`config.mk`:
```
export PLATFORM = sky130hd
export DESIGN_NAME = full_adder_reg
export DESIGN_NICKNAME = d
export VERILOG_FILES = /design/src/rtl/adder_pkg.sv /design/src/rtl/fa_cell.sv /design/src/rtl/full_adder_reg.sv
export SDC_FILE = /design/constraint.sdc
export NUM_CORES = 1
export LEC_CHECK = 0
export BUFFER_PORTS_ARGS = -buffer_cell sky130_fd_sc_hd__buf_2
export CAP_MARGIN = 0
export CORE_AREA = 2 2 39 41
export CTS_CLUSTER_DIAMETER = 40
export DETAILED_ROUTE_END_ITERATION = 6
export DIE_AREA = 0 0 41 43
export REMOVE_ABC_BUFFERS = 1
export SETUP_SLACK_MARGIN = 0.1
export SYNTH_ARGS = -nofsm -noshare
export SYNTH_HDL_FRONTEND = slang
export SYNTH_SLANG_ARGS = --single-unit
export TNS_END_PERCENT = 20
```
`constraint.sdc`:
```
create_clock -name clk -period 2.4 [get_ports clk]
set_clock_uncertainty 0.1 [all_clocks]
set_input_delay 0.36 -clock clk [delete_from_list [all_inputs] [get_ports clk]]
set_output_delay 0.36 -clock clk [all_outputs]
set_load 0.02 [all_outputs]
```
`src/rtl/adder_pkg.sv`:
```
// adder_pkg: constants shared by the registered adder datapath.
//   FA_LATENCY : clock cycles from accepted operands to visible result.
package adder_pkg;
    localparam int FA_LATENCY = 1;
endpackage

```
`src/rtl/fa_cell.sv`:
```
// fa_cell: combinational 1-bit full adder, gate level.
//   a, b, cin : operand bits and carry in
//   sum       : a ^ b ^ cin
//   cout      : majority(a, b, cin)
module fa_cell (
    input  logic a,
    input  logic b,
    input  logic cin,
    output logic sum,
    output logic cout
);
    assign sum  = a ^ b ^ cin;
    assign cout = (a & b) | (a & cin) | (b & cin);
endmodule

```
`src/rtl/full_adder_reg.sv`:
```
// full_adder_reg: WIDTH-bit ripple adder slice with one output register stage.
//   clk, rst        : clock, synchronous active-high reset
//   in_valid        : a/b/cin valid this cycle
//   a, b, cin       : operands (b pre-inverted upstream for subtraction)
//   sum, cout       : registered (a + b + cin), sum mod 2**WIDTH and carry out
//   out_valid       : sum/cout hold a result accepted on the previous edge
module full_adder_reg
    import adder_pkg::*;
#(
    parameter int WIDTH = 1
) (
    input  logic             clk,
    input  logic             rst,
    input  logic             in_valid,
    input  logic [WIDTH-1:0] a,
    input  logic [WIDTH-1:0] b,
    input  logic             cin,
    output logic [WIDTH-1:0] sum,
    output logic             cout,
    output logic             out_valid
);
    logic [WIDTH:0]   carry;
    logic [WIDTH-1:0] sum_c;

    assign carry[0] = cin;

    for (genvar i = 0; i < WIDTH; i++) begin : g_bit
        fa_cell u_fa (
            .a   (a[i]),
            .b   (b[i]),
            .cin (carry[i]),
            .sum (sum_c[i]),
            .cout(carry[i+1])
        );
    end

    // Result registers only load on an accepted operand set, so anything
    // (including X) on the inputs while in_valid is low never reaches them.
    always_ff @(posedge clk) begin
        if (rst) begin
            sum       <= '0;
            cout      <= 1'b0;
            out_valid <= 1'b0;
        end else if (in_valid) begin
            sum       <= sum_c;
            cout      <= carry[WIDTH];
            out_valid <= 1'b1;
        end else begin
            out_valid <= 1'b0;
        end
    end
endmodule

```
==> impl_metrics.yaml, run 1 <==
power:
  seqPwrFrac: 0.335
  intPower_mw: 0.126
  p_per_area_nw_per_um2: 825
  p_leak_nw: 0.0993
  clkPwrFrac: 0.537
  combPwrFrac: 0.128
  swShare: 0.238
  power_switching_mw: 0.0394
  max-vdd-ir-drop_uv: 125
placement:
  gp_congestion: 0.561
  port_buffers: 8
  placed_cell_area_um2: 174
finish:
  layout_commonest_cell: "buf_2"
  layout_common_cells: "8 x buf_2, 3 x clkbuf_4, 3 x dfxtp_1, 2 x mux2i_1, 2 x nor2_1"
  diodes: 0
  drive_above_1_share: 0.524
  syn_to_final_growth_pct: 75.8
  nFillCells: 162
  final_cell_area_um2: 200
  nets: 29
sta:
  timing.fmax_mhz: 850
  tightest_slew_ns: 0.123
  finalHoldViolCount: 0
  period_share: 0.490
  rsz0062_at_grt: "false"
  drv_slew: 0
  setup_viol: 0
  max_slew_margin: 0.916
  finalCriticalPeriod_ns: 1.18
  finalSetupTns_ns: 0
routing:
  antenna_left: 0
  wl_um: 271
  via_per_inst: 2.86
  drc: 0
  drt_pass1_iterations: 1
  wire_per_inst_um: 7.32
  vias: 106
  initialDrtViolationCount: 0
die:
  die_h_um: 43
  dieArea_um2: 1760
  die_w_um: 41
  num_rows: 14
  io_pins: 9
  coreArea_um2: 1380
  initial_core_util: 0.0823
hold_path:
  whs_endpoint: "sum"
  hold_depth: 2
  hold_start: "rst"
  worstHoldPathType: "in -> reg"
global_routing:
  grt_use_total: 0.0432
  antenna_found_initial: 0
  grt_pass1_vias: 111
  grt_overflow: 0
  grt_pass1_wl_um: 400
  grt_max_degree: 4
cts:
  clockBufferDepth: 2
  hold_buffers: 0
  clk_latency_ns: 0.23
  cts_root_buf: "clkbuf_4"
  numCtsBuffers: 3
  htree_levels: 1
  cts.sinks: 3
  clk_pin_slew_ns: 0.04
  post-cts-setup-buffer-count: 0
  cts.repair.resized: 0
  cts_tree: "yes"
setup_path:
  cp.arrival_ns: 0.72
  path_delay_family: "flip-flops"
  crit_path_top_delay_cell: "dfxtp_1"
  regToRegEndpoint: "cout"
  crit_chain: "buf_2"
  r2r_setup_slack_ns: 1.72
  cp-start-kind: "flop"
  crit_path_max_incr_delay_ns: 0.32
  reg2reg_depth: 2
  cp_max_fo: 2
  critPathRequiredTime_ns: 1.94
  cp_num_buf_inv: 1
  regToRegStartpoint: "cout"
  worstSetupPathType: "reg -> out"
  worst_setup_path_end_kind: "output pin"
run:
  cap_violations: 0
synth:
  syn_avg_cell_area_um2: 12.7
  ys_types: 5
  syn-cell-area_um2: 114
  yosysWarnings: 0
  ys_ff_latch: 3
  syn-instance-count: 9
  yosysSeqAreaShare: 0.527
outcome:
  status: "completed"
-- final cells by class --
class | instances | area (um^2) | area share
flip-flops and latches | 3 | 60.1 | 0.300
multi-input cells | 6 | 53.8 | 0.269
repair buffers | 8 | 40.0 | 0.200
clock buffers | 4 | 26.3 | 0.131
well taps | 16 | 20.0 | 0.100
-- registers in the layout (all words and copies together), names as in the netlist --
name / flops
cout: 1
out_valid: 1
sum: 1
-- power by group through the flow --
stage	clock, mW	sequential [mW]	combinational, mW
3_5_place_dp	0	0.0562	0.0217
2_1_floorplan	0	0.0606	0.00605
3_3_place_gp	0	0.0560	0.0212
5_1_grt	0.0962	0.0559	0.0238
4_1_cts	0.0941	0.0555	0.0217
6_report	0.0887	0.0553	0.0212
-- metrics by stage --
| stage | setup slack [ns] | power, mW | cells | utilization | hold slack, ns |
|---|---|---|---|---|---|
| 2_1_floorplan | 1.20 | 0.0666 | 9 | - | 0.332 |
| 3_3_place_gp | 1.06 | 0.0772 | 33 | 0.126 | 0.376 |
| 3_5_place_dp | 1.06 | 0.0779 | 33 | 0.126 | 0.394 |
| 4_1_cts | 1.20 | 0.171 | 37 | 0.145 | 0.209 |
| 5_1_grt | 1.18 | 0.176 | 37 | 0.145 | 0.223 |
| 6_report | 1.22 | 0.165 | 37 | 0.145 | 0.219 |
-- cells in the mapped netlist, drive strengths merged --
cell	count	area (um^2)
dfxtp	3	60.1
fa	1	20.0
mux2i	2	20.0
nor2	2	7.51
nor2b	1	6.26
-- routing by layer --
| layer | share of wire | vias up | track usage | wire [um] |
|---|---|---|---|---|
| met1 | 0.51 | 44 | 0.0452 | 139 |
| met3 | 0.20 | 0 | 0.0785 | 53 |
| met4 | 0 | 0 | 0.0200 | 0 |
| met5 | 0 | - | 0 | 0 |
| li1 | - | 53 | - | - |
| met2 | 0.29 | 9 | 0.0344 | 78 |
-- logic make-up after synthesis --
group	after synthesis	synth area share
multiplexers	2	0.176
adder cells (fa/ha/maj)	1	0.176
flip-flops	3	0.527
AND/OR/NAND/NOR	3	0.121
-- how the worst max path moves through the flow --
stage / startpoint / to / slack (ns) / cells after the start
detailed placement: a / sum / 1.06 / 4
finish: cout / cout / 1.22 / 1
CTS: cout / cout / 1.20 / 1
floorplan: a / sum / 1.20 / 3
global route: sum / sum / 1.18 / 1
global placement: a / sum / 1.06 / 4
(Power assumes the default switching activity.)
==> run 2, diff against run 1 <==
- clock period: 2.4 -> 1 ns (I/O delays scaled with it)
==> run 2 against run 1 <==
Effect of this change: global-route usage is 0.41 points higher; combinational power grew to 3.2 times the previous value; non-clock buffer count is 2 higher; flip-flop and latch count stayed put; die area stayed put; sequential power is 150% higher; core utilization is 2.5 points higher; wire length is 2.2% higher; design area is 18% higher; critical path depth stayed put; largest power group unchanged; first-iteration DRC count is 3 higher; total power grew to 2.5 times the previous value.
==> impl_metrics.yaml, run 2 (same netlist as run 1, synthesis figures left out) <==
sta:
  drv_slew: 0
  holdWs_ns: 0.0963
  period_share: 0.931
  finalCriticalPeriod_ns: 0.931
  tightest_slew_ns: 0.116
  finalSetupTns_ns: 0
  timing.fmax_mhz: 1070
  rsz0062_at_grt: "true"
  finalHoldViolCount: 0
  setup_viol: 0
  max_slew_margin: 0.920
routing:
  antenna_left: 0
  wire_per_inst_um: 7.10
  vias: 116
  initialDrtViolationCount: 3
  drt_pass1_iterations: 2
  via_per_inst: 2.97
  drc: 0
  wl_um: 277
cts:
  htree_levels: 1
  cts_tree: "yes"
  cts.sinks: 3
  clk_latency_ns: 0.23
  clk_pin_slew_ns: 0.04
  cts_root_buf: "clkbuf_4"
  numCtsBuffers: 3
  clockBufferDepth: 2
setup_path:
  crit_path_top_delay_cell: "dfxtp_2"
  crit_chain: "buf_6"
  crit_path_max_incr_delay_ns: 0.34
  crit_end: "cout"
  path_depth: 1
  cp.arrival_ns: 0.68
  worst_setup_path_end_kind: "output pin"
  startpoint: "cout"
  regToRegStartpoint: "sum"
  reg2reg_depth: 3
  cp_num_buf_inv: 1
  cp-start-kind: "flop"
  critPathRequiredTime_ns: 0.75
  path_delay_family: "flip-flops"
  regToRegEndpoint: "sum"
  cp_max_fo: 2
  r2r_setup_slack_ns: 0.19
  worstSetupPathType: "reg -> out"
die:
  coreArea_um2: 1380
  die_h_um: 43
  io_pins: 9
  initial_core_util: 0.0823
  die_w_um: 41
  num_rows: 14
  dieArea_um2: 1760
placement:
  placed_cell_area_um2: 174
  port_buffers: 8
  gp_congestion: 0.580
  dp.cells: 33
finish:
  syn_to_final_growth_pct: 107
  drive_above_1_share: 0.609
  top_regs: "cout: 1 flops, out_valid: 1 flops, sum: 1 flops"
  nFillCells: 155
  diodes: 0
  layout_common_cells: "5 x buf_2, 3 x clkbuf_4"
  layout_commonest_cell: "buf_2"
  final_cell_area_um2: 235
  nets: 31
  final_cells: 39
power:
  max-vdd-ir-drop_uv: 533
  p_leak_nw: 0.112
  p_per_area_nw_per_um2: 1760
global_routing:
  antenna_found_initial: 0
  grt_pass1_wl_um: 455
  grt_max_degree: 4
  grt_use_total: 0.0473
  grt_overflow: 0
  grt_pass1_vias: 120
outcome:
  status: "completed"
hold_path:
  worstHoldPathType: "in -> reg"
run:
  cap_violations: 0
run 2: worst min path at each step:
stage	cells after the start	to	startpoint	slack, ns
final	2	out_valid	in_valid	0.1
after global routing	2	out_valid	in_valid	0.11
after CTS	2	out_valid	in_valid	0.09
after detailed placement	2	out_valid	rst	0.25
after global placement	2	sum	rst	0.25
after floorplan	1	out_valid	rst	0.12
run 2: metal layers:
layer	vias up	wire (um)	part of all wire	GRT usage
li1	57	-	-	-
met1	50	142	0.51	0.0453
met2	9	82	0.30	0.0469
met3	0	53	0.19	0.0628
met4	0	0	0	0.0400
met5	-	0	0	0
run 2: where the power goes:
group | internal (mW) | total (mW) | switching [mW]
Combinational | 0.0387 | 0.0678 | 0.0291
Clock | 0.149 | 0.211 | 0.0615
Sequential | 0.131 | 0.136 | 0.00559
run 2: layout make-up:
class	count	area, um^2	area share
repair buffers	10	72.6	0.309
well taps	16	20.0	0.0851
multi-input cells	6	53.8	0.229
clock buffers	4	26.3	0.112
flip-flops and latches	3	62.6	0.266
run 2: per-stage QoR:
| stage | total power, mW | util | worst slack [ns] |
|---|---|---|---|
| finish | 0.415 | 0.170 | 0.0686 |
| global route | 0.446 | 0.170 | 0.0445 |
| CTS | 0.427 | 0.170 | 0.0628 |
| detailed placement | 0.187 | 0.126 | -0.140 |
| global placement | 0.185 | 0.126 | -0.120 |
| floorplan | 0.160 | - | 0.0148 |
run 2: repair_timing:
item | CTS | global route
resized for setup | 7 | 0
setup endpoints to repair | 3 | 4
hold buffers | 1 | 0
pin swaps | 0 | 0
endpoints found under the hold margin | 2 | 0
setup buffers | 1 | 0
==> run 3, diff against run 2 <==
- clock period: 1 -> 1.1 ns (I/O delays scaled with it)
==> run 3 against run 2 <==
Effect of this change: cell count decreased by 5.1%; sequential power decreased by 9.6%; die area unchanged; combinational power fell by 25%; register-to-register slack improved by 0.21 ns; via count down 6.0%; critical endpoint is now sum; highest routed layer unchanged.
==> impl_metrics.yaml, run 3 (same netlist as run 1, synthesis figures left out) <==
outcome:
  status: "completed"
sta:
  drv_slew: 0
  rsz0062_at_grt: "true"
  finalHoldViolCount: 0
  worst_slack_ns: 0.132
  max_slew_margin: 0.920
  setup_viol: 0
  timing.fmax_mhz: 1030
  finalCriticalPeriod_ns: 0.968
  period_share: 0.880
  finalSetupTns_ns: 0
  tightest_slew_ns: 0.116
finish:
  final_cell_area_um2: 210
  drive_above_1_share: 0.571
  layout_common_cells: "6 x buf_2, 3 x clkbuf_4, 2 x mux2i_1, 2 x nor2_1, 2 x dfxtp_1"
  top_regs: "cout: 1 flops, out_valid: 1 flops, sum: 1 flops"
  nFillCells: 156
  layout_commonest_cell: "buf_2"
  diodes: 0
  nets: 29
  syn_to_final_growth_pct: 84.6
  final_util: 0.152
setup_path:
  critPathRequiredTime_ns: 0.83
  r2r_setup_slack_ns: 0.40
  cp-start-kind: "flop"
  cp_max_fo: 2
  regToRegEndpoint: "cout"
  crit_chain: "buf_4"
  worstSetupPathType: "reg -> out"
  reg2reg_depth: 2
  cp_num_buf_inv: 1
  path_delay_family: "flip-flops"
  regToRegStartpoint: "cout"
  cp.arrival_ns: 0.70
  crit_path_top_delay_cell: "dfxtp_1"
  worst_setup_path_end_kind: "output pin"
  crit_path_max_incr_delay_ns: 0.33
cts:
  clk_latency_ns: 0.23
  cts_root_buf: "clkbuf_4"
  cts_tree: "yes"
  htree_levels: 1
  clockBufferDepth: 2
  clk_pin_slew_ns: 0.04
  post-cts-setup-buffer-count: 0
  hold_buffers: 0
  cts.sinks: 3
  numCtsBuffers: 3
hold_path:
  hold_depth: 2
  worstHoldPathType: "in -> reg"
  whs_endpoint: "cout"
  hold_start: "rst"
routing:
  wl_met3_um: 55
  initialDrtViolationCount: 3
  route.met2.wl_um: 66
  vias: 109
  wl_met1_um: 142
  drc: 0
  via_per_inst: 2.95
  highest_layer: "met3"
  drt_pass1_iterations: 2
  wire_per_inst_um: 7.16
  wl_um: 265
  antenna_left: 0
die:
  die_h_um: 43
  num_rows: 14
  dieArea_um2: 1760
  die_w_um: 41
  io_pins: 9
  coreArea_um2: 1380
  initial_core_util: 0.0823
global_routing:
  grt_max_degree: 4
  grt_use_total: 0.0463
  grt_pass1_wl_um: 448
  grt_overflow: 0
  antenna_found_initial: 0
  grt_pass1_vias: 114
power:
  p_leak_nw: 0.101
  p_per_area_nw_per_um2: 1730
  max-vdd-ir-drop_uv: 465
placement:
  pre_cts_ws_ns: -0.0552
  placed_cell_area_um2: 174
  port_buffers: 8
  gp_congestion: 0.580
run:
  cap_violations: 0
[run 3: cell count changes in the layout (fill, tap and decap cells not counted)]
cell / previous run / this run
buf_2: 5 / 6
buf_4: 2 / 1
buf_6: 2 / 1
dfxtp_1: 1 / 2
dfxtp_2: 2 / 1
dlygate4sd3_1: 1 / 0
[run 3: power by group]
group / switching (mW) / internal [mW] / leakage [nW]
clock: 0.0549 / 0.136 / 0.0150
combinational: 0.0251 / 0.0259 / 0.0607
sequential: 0.00462 / 0.118 / 0.0252
total: 0.0846 / 0.280 / 0.101
[run 3: what timing repair did]
item                       4_1_cts  5_1_grt
hold endpoints to repair         0        0
resized for setup                1        3
setup endpoints to repair        2        2
[run 3: layout make-up]
cell class	count	area [um^2]	share of cell area
Tap cell	16	20.0	0.0952
Clock buffer	4	26.3	0.125
Timing Repair Buffer	8	48.8	0.232
Sequential cell	3	61.3	0.292
Multi-Input combinational cell	6	53.8	0.256
[run 3: how the worst max path moves through the flow]
stage	from	to	slack (ns)	cells past startpoint
floorplan	a	sum	0.1	3
global placement	a	sum	-0.04	4
detailed placement	a	sum	-0.06	4
CTS	sum	sum	0.09	1
global route	sum	sum	0.09	1
finish	sum	sum	0.13	1
[run 3: metrics by stage]
step,total power [mW],instances,hold slack [ns]
after detailed placement,0.170,33,0.261
after global routing,0.392,37,0.0173
after floorplan,0.145,9,0.137
after global placement,0.168,33,0.262
final,0.364,37,0.0192
after CTS,0.371,37,0.0166
[run 3: layer usage]
| metal | vias up | GRT usage |
|---|---|---|
| met5 | - | 0 |
| met4 | 0 | 0.0400 |
| met3 | 0 | 0.0628 |
| met2 | 9 | 0.0406 |
| met1 | 47 | 0.0485 |
| li1 | 53 | - |
